## src/rtl/muldiv_arbiter.sv

```systemverilog
// muldiv_arbiter: shares one combinational divide unit between two requesters.
// Operands are registered and held at the unit for LATENCY cycles (multicycle
// path), the result is captured, then returned to the owning requester under a
// valid/hold handshake. Round-robin arbitration resolves simultaneous requests.
module muldiv_arbiter #(
    parameter int WIDTH   = 32,
    parameter int LATENCY = 3
) (
    input  logic             clock,
    input  logic             reset_n,
    input  logic [1:0]       req_valid,
    input  logic [1:0]       req_signed,
    input  logic [WIDTH-1:0] req_numer0,
    input  logic [WIDTH-1:0] req_numer1,
    input  logic [WIDTH-1:0] req_denom0,
    input  logic [WIDTH-1:0] req_denom1,
    output logic [1:0]       req_ready,
    output logic [WIDTH-1:0] unit_numer,
    output logic [WIDTH-1:0] unit_denom,
    output logic             unit_signed,
    input  logic [WIDTH-1:0] unit_quotient,
    input  logic [WIDTH-1:0] unit_remainder,
    output logic [1:0]       rsp_valid,
    input  logic [1:0]       rsp_hold,
    output logic [WIDTH-1:0] rsp_quotient,
    output logic [WIDTH-1:0] rsp_remainder,
    output logic             rsp_div_by_zero,
    output logic             busy
);

    typedef enum logic [1:0] {
        ST_IDLE = 2'd0,
        ST_RUN  = 2'd1,
        ST_DONE = 2'd2
    } state_t;

    // Counter is loaded with LATENCY-1 so the capture edge lands at E0+LATENCY.
    localparam logic [3:0] CNT_INIT = 4'(LATENCY - 1);

    state_t     state_r;
    state_t     state_nxt_s;
    logic [3:0] count_r;
    logic       owner_r;
    logic       last_grant_r;

    logic       consume_s;
    logic       can_grant_s;
    logic       grant_any_s;
    logic       grant_idx_s;
    logic       accept_s;
    logic       capture_s;

    // Grant window: idle, or the pending response is being consumed this cycle.
    always_comb begin
        consume_s   = (state_r == ST_DONE) && !rsp_hold[owner_r];
        can_grant_s = (state_r == ST_IDLE) || consume_s;
        capture_s   = (state_r == ST_RUN) && (count_r == 4'd0);
    end

    // Round-robin pick: a lone request always wins, a conflict goes to !last_grant.
    always_comb begin
        grant_any_s = 1'b0;
        grant_idx_s = 1'b0;
        case (req_valid)
            2'b01: begin
                grant_any_s = 1'b1;
                grant_idx_s = 1'b0;
            end
            2'b10: begin
                grant_any_s = 1'b1;
                grant_idx_s = 1'b1;
            end
            2'b11: begin
                grant_any_s = 1'b1;
                grant_idx_s = ~last_grant_r;
            end
            default: begin
                grant_any_s = 1'b0;
                grant_idx_s = 1'b0;
            end
        endcase
    end

    // Ready is a pure decode of the grant, so it can only rise for a valid requester.
    always_comb begin
        req_ready = 2'b00;
        if (can_grant_s && grant_any_s) begin
            req_ready = grant_idx_s ? 2'b10 : 2'b01;
        end else begin
            req_ready = 2'b00;
        end
        accept_s = can_grant_s && grant_any_s;
    end

    // Next-state logic for the IDLE -> RUN -> DONE sequencer.
    always_comb begin
        state_nxt_s = state_r;
        case (state_r)
            ST_IDLE: begin
                if (accept_s) state_nxt_s = ST_RUN;
                else          state_nxt_s = ST_IDLE;
            end
            ST_RUN: begin
                if (count_r == 4'd0) state_nxt_s = ST_DONE;
                else                 state_nxt_s = ST_RUN;
            end
            ST_DONE: begin
                if (accept_s)       state_nxt_s = ST_RUN;
                else if (consume_s) state_nxt_s = ST_IDLE;
                else                state_nxt_s = ST_DONE;
            end
            default: state_nxt_s = ST_IDLE;
        endcase
    end

    // State register; busy is registered from the next state so it tracks state_r.
    always_ff @(posedge clock or negedge reset_n) begin
        if (!reset_n) begin
            state_r <= ST_IDLE;
            busy    <= 1'b0;
        end else begin
            state_r <= state_nxt_s;
            busy    <= (state_nxt_s != ST_IDLE);
        end
    end

    // Latency counter, owner and round-robin pointer (requester 0 wins first conflict).
    always_ff @(posedge clock or negedge reset_n) begin
        if (!reset_n) begin
            count_r      <= 4'd0;
            owner_r      <= 1'b0;
            last_grant_r <= 1'b1;
        end else if (accept_s) begin
            count_r      <= CNT_INIT;
            owner_r      <= grant_idx_s;
            last_grant_r <= grant_idx_s;
        end else if ((state_r == ST_RUN) && (count_r != 4'd0)) begin
            count_r <= count_r - 4'd1;
        end
    end

    // Operand launch registers: change only at acceptance edges.
    always_ff @(posedge clock or negedge reset_n) begin
        if (!reset_n) begin
            unit_numer  <= {WIDTH{1'b0}};
            unit_denom  <= {WIDTH{1'b0}};
            unit_signed <= 1'b0;
        end else if (accept_s) begin
            unit_numer  <= grant_idx_s ? req_numer1 : req_numer0;
            unit_denom  <= grant_idx_s ? req_denom1 : req_denom0;
            unit_signed <= req_signed[grant_idx_s];
        end
    end

    // Response registers: capture at the end of RUN, clear valid on consumption.
    always_ff @(posedge clock or negedge reset_n) begin
        if (!reset_n) begin
            rsp_valid       <= 2'b00;
            rsp_quotient    <= {WIDTH{1'b0}};
            rsp_remainder   <= {WIDTH{1'b0}};
            rsp_div_by_zero <= 1'b0;
        end else if (capture_s) begin
            rsp_valid <= owner_r ? 2'b10 : 2'b01;
            if (unit_denom == {WIDTH{1'b0}}) begin
                // Divide by zero: unit output is ignored, fixed result pattern.
                rsp_quotient    <= {WIDTH{1'b1}};
                rsp_remainder   <= unit_numer;
                rsp_div_by_zero <= 1'b1;
            end else begin
                rsp_quotient    <= unit_quotient;
                rsp_remainder   <= unit_remainder;
                rsp_div_by_zero <= 1'b0;
            end
        end else if (consume_s) begin
            rsp_valid <= 2'b00;
        end
    end

endmodule
```

## config.mk

```make
export PLATFORM = sky130hd
export DESIGN_NAME = muldiv_arbiter
export DESIGN_NICKNAME = d
export VERILOG_FILES = /design/src/rtl/muldiv_arbiter.sv
export SDC_FILE = /design/constraint.sdc
export NUM_CORES = 1
export LEC_CHECK = 0
export ABC_AREA = 1
export CAP_MARGIN = 30
export CORE_ASPECT_RATIO = 0.5
export CORE_UTILIZATION = 40
export CTS_CLUSTER_DIAMETER = 40
export DETAILED_ROUTE_END_ITERATION = 8
export HOLD_SLACK_MARGIN = 0.1
export PLACE_DENSITY = 0.82
export SYNTH_ARGS = -nofsm -noshare
export SYNTH_HDL_FRONTEND = slang
export SYNTH_SLANG_ARGS = --single-unit
```

## constraint.sdc

```tcl
create_clock -name clock -period 2.32 [get_ports clock]
set_input_delay 0.696 -clock clock [delete_from_list [all_inputs] [get_ports clock]]
set_output_delay 0.696 -clock clock [all_outputs]
set_load 0.03 [all_outputs]
```

==> results.tsv, run 1 <==
stage	metric	value	unit
power	Tot Pwr	15.1	mW
synthesis	Cells after Synth	818	
setup_path	origin of the worst setup path	unit_numer[12]	
cts	clk_lat worst skew	0.41	ns
setup_path	Crit Path Class	register to output port	
setup_path	crit path cell chain	clkdlybuf4s50_1	
synthesis	synthesis warning total	0	
final_layout	nets@finish	1345	
final_layout	number of fill cells in the layout	1262	
sta	min Tclk post-route	2.25	ns
synthesis	synth top area cells	dfrtp_1, nand2_1, nand3_1	
setup_path	slowest cell delay on critical path	0.70	ns
power	pwr dens	1420	mW/mm^2
hold_path	Hold Crit Class	input port to async pin	
setup_path	worst path buffer plus inverter count	1	
final_layout	layout cells sized above 1	5.79	%
cts	Num Clock Sinks	141	
placed_design	DP Wirelength	16.2	mm
sta	Rel. slew slack	48.7	%
detailed_routing	DRT antenna net count	0	
sta	Fmax	0.445	GHz
global_routing	first-pass GRT wire length	35.6	mm
global_routing	gr usage total	27.4	%
synthesis	Synth top area share	54.1	%
global_routing	initial antenna violation count	0	
global_routing	GRT overflow	0	
setup_path	Max Fanout on Critical Path	3	
sta	Final setup viols	0	
sta	Final Hold Viols	0	
run_status	status	completed	
detailed_routing	final wirelength	22.2	mm
placed_design	Placement Setup Slack	-0.222	ns
synthesis	post-synthesis sequential area ratio	54.5	%
detailed_routing	DRT Pass-1 Iters	5	
detailed_routing	Iteration-0 DRC Markers	430	
detailed_routing	post-DR vias/cell	5.04	
sta	hold_ws	0.186	ns
power	Peak VDD IR	769	uV
die	Initial Utilization	41.5	%
setup_path	Crit path max-delay family	buffers and inverters	
die	Die H	92.0	um
detailed_routing	# DRC	0	
sta	final worst path period share	96.8	%
cts	Max Root-Sink Buffers	2	
die	Die Area	0.0167	mm^2
global_routing	vias in the first global route	6954	
power	Leak	4.86	nW
final_layout	ant diodes	0	
placed_design	port bufs	334	
sta	worst setup margin	0.0743	ns
synthesis	synthesized area	0.00647	mm^2
die	# rows	32	
cts	CTS Buf Count	17	
die	Die Width	182	um
cts	CTS tree	built	
final_layout	Area Overhead vs Synth	64.6	%
final_layout	most frequent cells in the layout	nand2_1, clkdlybuf4s50_1, dfrtp_1, nand3_1, inv_1	
synthesis	Mapped Avg Cell Area	7.91	um^2
setup_path	Crit Reg-Reg Startpoint	owner_r	
setup_path	CP max stage cell	clkdlybuf4s50_1	
sta	RSZ-0062 raised after global routing	false	
setup_path	crit path DAT	1.55	ns
final_layout	most common cell after layout, fill and taps aside	nand2_1	
detailed_routing	Routed wire per std cell	16.3	um
setup_path	WP data required	1.62	ns
setup_path	FF-to-FF setup slack	0.40	ns
synthesis	Syn Nets	1019	
synthesis	number of library cell types mapped by synthesis	25	
placed_design	Placer Congestion	0.927	
die	core box area	0.0156	mm^2
global_routing	largest net degree at the start of global routing	73	
cts	root buf cell	clkbuf_16	
die	IO Pins	335	
synthesis	Synth area leader	dfrtp_1	
sta	Worst Skew	0.0144	ns
flow_run	max_cap viols	0	
detailed_routing	vias	6853	
synthesis	FF+latch count, synth	141	
setup_path	Crit. End Element	output port	
cts	H-tree depth	4	
setup_path	Startpoint Class	register	
sta	Max Slew Vio Count	0	
sta	Slew @ Worst Pin	0.770	ns
cts	Clock transition at path regs	0.07	ns
[flip-flops by register name, indices dropped and copies added, names as in the netlist]
name / cells
state_r: 2
rsp_remainder: 32
busy: 1
unit_signed: 1
owner_r: 1
rsp_valid: 2
count_r: 4
last_grant_r: 1
unit_numer: 32
unit_denom: 32
rsp_quotient: 32
rsp_div_by_zero: 1
[final timing paths]
kind	to	depth (start not counted)
setup / recovery	unit_numer[12]	1
hold / removal	unit_numer[11]	1
setup reg to reg	count_r[3]	8
hold reg to reg	rsp_remainder[13]	2
max in group asynchronous	last_grant_r	2
min in group clock	rsp_remainder[13]	2
[cell usage after synthesis]
| library cell | instances |
|---|---|
| buf_6 | 2 |
| nor2_1 | 30 |
| o21bai_1 | 32 |
| a21oi_2 | 2 |
| clkbuf_2 | 1 |
| xnor2_1 | 1 |
| o2bb2ai_1 | 1 |
| o211ai_1 | 1 |
| o31ai_1 | 2 |
| clkbuf_1 | 25 |
| ha_1 | 1 |
| nand3_1 | 99 |
| dfrtp_1 | 140 |
| buf_1 | 1 |
| o21ai_1 | 1 |
| o2111ai_1 | 1 |
| a21oi_1 | 2 |
| o21ai_0 | 35 |
| buf_4 | 7 |
| inv_1 | 36 |
| buf_2 | 13 |
| inv_2 | 3 |
| nand2_1 | 380 |
| nor2_4 | 1 |
| dfstp_2 | 1 |
[stage by stage]
stage                     cell area, um^2  utilization [%]  cells  TNS [ns]
after floorplan                      6470                -    818         0
after global placement              10100             64.4   1327     -4.50
after detailed placement            10100             64.4   1327     -7.25
after CTS                           10600             68.2   1360         0
after global routing                10700             68.3   1361         0
final                               10700             68.3   1361         0
[report_power, final]
| group | switching, mW | internal [mW] | total, mW |
|---|---|---|---|
| registers | 0.833 | 3.67 | 4.51 |
| clock network | 1.10 | 1.52 | 2.62 |
| logic | 4.80 | 3.18 | 7.98 |
[cell type report]
type | count | area (um^2) | share of cell area (%)
clock buffers | 18 | 439 | 4.12
clock inverters | 14 | 135 | 1.27
inverters | 39 | 146 | 1.37
multi-input cells | 589 | 2580 | 24.2
flip-flops and latches | 141 | 3530 | 33.1
well taps | 204 | 255 | 2.39
repair buffers | 356 | 3570 | 33.5
[routing by layer]
metal | track usage [%] | share of wire, %
met1 | 32.7 | 40
met2 | 47.7 | 50
met3 | 4.77 | 4.7
met4 | 14.9 | 5.3
met5 | 0 | 0
[cell families (layout without fill, tap and decap cells)]
kind of cell    Yosys count  count (layout)  synth area share (%)
fa+ha+maj                 1               1                 0.193
xor+xnor                  1               1                 0.135
buf+inv                  88             427                  6.01
simple gates            510             510                  31.6
flops                   141             141                  54.5
compound gates           77              77                  7.54
[what timing repair did]
item                                    CTS  global route
buffers inserted                          1             1
resized for setup                         7             2
pin swaps                                 5             4
endpoints found under the setup margin    2             2
hold buffers                              0             0
Power figures use the tool's default switching activity.
==> inputs of run 2 (changes only) <==
--- a/config.mk
+++ b/config.mk
@@ -8,11 +8,12 @@
 export ABC_AREA = 1
 export CAP_MARGIN = 30
 export CORE_ASPECT_RATIO = 0.5
-export CORE_UTILIZATION = 40
+export CORE_UTILIZATION = 35
 export CTS_CLUSTER_DIAMETER = 40
 export DETAILED_ROUTE_END_ITERATION = 8
 export HOLD_SLACK_MARGIN = 0.1
-export PLACE_DENSITY = 0.82
+export MAX_ROUTING_LAYER = met4
+export PLACE_DENSITY = 0.73
 export SYNTH_ARGS = -nofsm -noshare
 export SYNTH_HDL_FRONTEND = slang
 export SYNTH_SLANG_ARGS = --single-unit
==> run 2 against run 1 <==
Effect of this change:
- clock skew grew 0.0070 ns
- utilization shrank 7.7 points
- routed wire length grew 1.7%
- combinational power shrank 0.6%
- setup slack lost 0.0097 ns
- clock-buffer cell count grew 3
- sequential cell count is the same
- worst hold slack lost 0.012 ns
- die area grew 14%
- maximum frequency shrank 0.43%
- final area grew 0.78%
- largest power group unchanged
- highest routed layer unchanged
==> results.tsv, run 2 (synthesis results as in run 1) <==
stage	metric	value	unit	change
setup_path	Crit Path Class	register to output port		
sta	Fmax	0.443	GHz	-0.43%
detailed_routing	Iteration-0 DRC Markers	361		-16%
setup_path	crit path cell chain	clkdlybuf4s50_1		
final_layout	fin area	0.0107	mm^2	+0.78%
setup_path	slowest cell delay on critical path	0.71	ns	about the same
final_layout	nets@finish	1345		unchanged
setup_path	Crit Reg-Reg Startpoint	owner_r		
flow_run	max_cap viols	0		unchanged
sta	min Tclk post-route	2.26	ns	+0.00974 ns
sta	Worst Skew	0.0214	ns	+0.00703 ns
detailed_routing	vias	6655		-2.9%
placed_design	Placer Congestion	0.946		+2.0%
global_routing	vias in the first global route	6597		-5.1%
global_routing	initial antenna violation count	0		unchanged
cts	CTS tree	built		
sta	final worst path period share	97.2	%	+0.42 points
detailed_routing	DRT antenna net count	0		unchanged
detailed_routing	DRT Pass-1 Iters	5		unchanged
global_routing	gr usage total	24.5	%	-2.9 points
die	Die Width	194	um	+6.8%
setup_path	FF-to-FF setup slack	0.42	ns	+0.02 ns
sta	worst setup margin	0.0645	ns	-0.00974 ns
detailed_routing	met3 wire length	749	um	-28%
power	Peak VDD IR	670	uV	-13%
sta	Max Slew Vio Count	0		unchanged
setup_path	crit path DAT	1.56	ns	about the same
setup_path	Crit. End Element	output port		
die	# rows	34		+6.3%
placed_design	DP Wirelength	16.6	mm	+2.0%
detailed_routing	top layer in use	met4		
detailed_routing	# DRC	0		unchanged
final_layout	most frequent cells in the layout	nand2_1, clkdlybuf4s50_1, dfrtp_1, nand3_1, inv_1		
detailed_routing	M1 wire length	9.90	mm	+10%
power	pwr dens	1430	mW/mm^2	+0.82%
global_routing	first-pass GRT wire length	35.4	mm	-0.70%
placed_design	placed insts	1358		+2.3%
cts	CTS Buf Count	17		unchanged
sta	Slew @ Worst Pin	0.791	ns	+0.0214 ns
die	Initial Utilization	36.5	%	-5.0 points
setup_path	Crit path max-delay family	buffers and inverters		
setup_path	Startpoint Class	register		
die	IO Pins	335		unchanged
cts	Num Clock Sinks	141		unchanged
setup_path	Max Fanout on Critical Path	3		unchanged
cts	Clock transition at path regs	0.06	ns	about the same
final_layout	layout cells sized above 1	5.79	%	unchanged
sta	hold_ws	0.175	ns	-0.0116 ns
sta	RSZ-0062 raised after global routing	false		
setup_path	CP max stage cell	clkdlybuf4s50_1		
detailed_routing	final wirelength	22.6	mm	+1.7%
cts	Max Root-Sink Buffers	2		unchanged
placed_design	Placement Setup Slack	-0.262	ns	-0.0391 ns
detailed_routing	met2 routed WL	11.3	mm	+2.2%
cts	root buf cell	clkbuf_16		
sta	Total Neg Setup Slack	0	ns	unchanged
cts	H-tree depth	4		unchanged
setup_path	r2r endpoint	count_r[3]		
setup_path	WP data required	1.62	ns	about the same
detailed_routing	Routed wire per std cell	16.3	um	-0.48%
power	Leak	4.89	nW	+0.59%
setup_path	R2R depth	8		unchanged
die	Die Area	0.0191	mm^2	+14%
placed_design	port bufs	334		unchanged
power	Tot Pwr	15.4	mW	+1.6%
cts	clk_lat worst skew	0.42	ns	about the same
final_layout	Area Overhead vs Synth	65.9	%	
hold_path	Hold Crit Class	input port to async pin		
final_layout	most common cell after layout, fill and taps aside	nand2_1		
sta	Rel. slew slack	47.2	%	-1.4 points
sta	Final Hold Viols	0		unchanged
setup_path	worst path buffer plus inverter count	1		unchanged
die	core box area	0.0177	mm^2	+14%
final_layout	Finished Layout Cells	1391		+2.2%
global_routing	largest net degree at the start of global routing	73		unchanged
die	Die H	98.2	um	+6.8%
detailed_routing	post-DR vias/cell	4.78		-5.0%
global_routing	GRT overflow	0		unchanged
placed_design	dpl cell area	0.0101	mm^2	+0.32%
final_layout	ant diodes	0		unchanged
run_status	status	completed		
final_layout	Finished Core Util	60.5	%	-7.7 points
sta	Final setup viols	0		unchanged
run 2: report_power, final:
| group | internal (mW) | switching, mW | total [mW] |
|---|---|---|---|
| Sequential | 3.67 | 0.837 | 4.51 |
| Combinational | 3.17 | 4.76 | 7.93 |
| Clock | 1.85 | 1.06 | 2.91 |
run 2: area by class of cell:
class | instances | area (um^2)
clock buffers | 21 | 460
repair buffers | 356 | 3560
inverters | 39 | 146
well taps | 234 | 293
clock inverters | 11 | 165
flip-flops and latches | 141 | 3530
multi-input cells | 589 | 2590
fillers | 1559 | 7000
run 2: worst max-delay path by stage:
stage | cells past startpoint | startpoint | endpoint | slack [ns]
finish | 1 | unit_denom[16] | unit_denom[16] | 0.06
global route | 7 | owner_r | req_ready[1] | 0.003
CTS | 7 | owner_r | req_ready[1] | 0.02
detailed placement | 8 | rsp_hold[1] | count_r[3] | -0.26
global placement | 8 | rsp_hold[1] | count_r[3] | -0.20
floorplan | 7 | rsp_hold[1] | req_ready[1] | 0.08
run 2: metal layers:
metal | GRT usage (%) | vias to the layer above
li1 | - | 3228
met1 | 29.5 | 3195
met2 | 41.4 | 188
met3 | 3.90 | 44
met4 | 10.1 | 0
met5 | - | -
run 2: timing repair:
| action | in CTS | in global routing |
|---|---|---|
| pin swaps | 5 | 4 |
| gates resized for setup | 10 | 1 |
| hold buffers | 0 | 0 |
| buffers inserted | 1 | 0 |
| endpoints found under the setup margin | 2 | 2 |
| endpoints found under the hold margin | 0 | 0 |
==> patch: new RTL, flow settings as in run 2 <==
Encoding of `state_t`: now one-hot (3 bits for 3 states).
--- a/src/rtl/muldiv_arbiter.sv
+++ b/src/rtl/muldiv_arbiter.sv
@@ -30,6 +30,6 @@
 
-    typedef enum logic [1:0] {
-        ST_IDLE = 2'd0,
-        ST_RUN  = 2'd1,
-        ST_DONE = 2'd2
+    typedef enum logic [2:0] {
+        ST_IDLE = 3'b001,
+        ST_RUN  = 3'b010,
+        ST_DONE = 3'b100
     } state_t;
Behaviour: no difference found for any inputs over 10 cycles, from zero or initial values and one cycle with reset_n low; not proved beyond that.
==> patch against run 2 <==
- critical path depth grew 6
- combinational power is 2% higher
- maximum frequency shrank 2.7%
- power rose by 2.4%
- worst setup slack got worse by 0.062 ns
- area after synthesis grew 1.5%
- routed wire length is 0.91% higher
- final area grew 1.3%
- worst hold slack gained 0.046 ns
- utilization grew 0.34 points
- sequential cell count rose by 1
==> patch: results <==
set metrics [dict create \
    crit_fanout 3 \
    placed_cell_area_mm2 0.01013 \
    pre_cts_slack_ns -0.2440 \
    synth_area_leaders "dfrtp_1 (53%), nand2_1 (22%), nand3_1 (7.8%)" \
    yosysWarningCount 0 \
    vias_per_cell 4.791 \
    power_leakage_nw 4.967 \
    crit_slowest_cell "dlygate4sd2_1" \
    regToRegSetupSlack_ns 0.07 \
    fillers 1577 \
    slowest_delay_ns 0.25 \
    grt_pass1_wl_um 36250 \
    fin_cells 1410 \
    place_congestion 0.8783 \
    drtIter0Drc 359 \
    grt_max_degree 66 \
    timing.rr.end "rsp_valid[0]$_DFFE_PN0P_" \
    worstSetupEndpoint "req_ready[0]" \
    whs_ns 0.2211 \
    ys.flop_type "dfrtp_1" \
    ys_seq_area_share_pct 54.13 \
    ir_drop_uv 686.3 \
    r2r_start "state_r[2]$_DFF_PN0_" \
    clock_skew_ns 0.01263 \
    gr-usage-all-layers_pct 24.74 \
    synthTopCellsByCount "nand2_1 (384), dfrtp_1 (140), nand3_1 (102)" \
    synth_nets 1030 \
    hp-class "in -> async" \
    drive_gt1_share_pct 6.548 \
    grt_use_met2_pct 41.29 \
    arrival_ns 1.62 \
    status "complete, no violations" \
    relSlewSlack_pct 53.64 \
    post-dp-hpwl_um 16630 \
    critPathLaunch "rsp_hold[1]" \
    syn_inst 829 \
    met1_usage_pct 30.89 \
    crit_family "simple AND/OR/NAND/NOR gates" \
    grt_pass1_vias 6889 \
    use_met3_pct 3.662 \
    timing.final.crit_share_pct 99.88 \
    worst_r2r_path_depth 15 \
    wl_per_cell_um 16.19 \
]
## patch: changes by cell type after synthesis, moves of 2 or more
cell | before | now
o21ai_1 | 1 | 21
o21ai_0 | 35 | 17
inv_1 | 36 | 46
nor2_1 | 30 | 22
clkbuf_1 | 25 | 19
buf_6 | 2 | 6
nand2_1 | 380 | 384
nand3_1 | 99 | 102
a21oi_2 | 2 | 0
buf_1 | 1 | 3
nor3_1 | 0 | 2
o31ai_1 | 2 | 0
## patch: layout make-up
class	count	area [um^2]	area share, %
sequential	142	3556	32.69
multi-input combinational	590	2580	23.71
tap	234	292.8	2.691
clock inverter	12	209.0	1.921
inverter	49	183.9	1.691
timing repair buffer	363	3611	33.19
clock buffer	20	446.7	4.106
## patch: per-layer routing
layer  vias to the layer above  share of wire (%)
met1                      3243                 43
met2                       197                 50
li1                       3273                  -
met3                        43                3.7
met4                         0                2.5
met5                         -                  0
## patch: how the worst min path moves through the flow
stage,endpoint,cells after the start
2_1_floorplan,busy$_DFF_PN0_,0
3_3_place_gp,last_grant_r$_DFFE_PN1P_,2
3_5_place_dp,rsp_remainder[16]$_DFFE_PN0P_,2
4_1_cts,rsp_quotient[23]$_DFFE_PN0P_,1
5_1_grt,rsp_quotient[23]$_DFFE_PN0P_,1
6_report,rsp_quotient[7]$_DFFE_PN0P_,1
## patch: timing repair
item	in CTS	in global routing
gates resized for setup	10	2
pin swaps	5	4
buffers inserted	11	0
setup endpoints to repair	2	4
## patch: power breakdown
group,internal [mW],switching (mW),total (mW)
logic,3.27,4.78,8.05
registers,3.75,0.884,4.63
clock network,1.95,1.09,3.04
## patch: kinds of logic after synthesis
family	after synthesis	synth area share, %
AO/OA/AOI/OAI	74	6.952
adder cells (fa/ha/maj)	1	0.1904
buffers and inverters	97	6.914
flip-flops	142	54.13
AND/OR/NAND/NOR	515	31.81
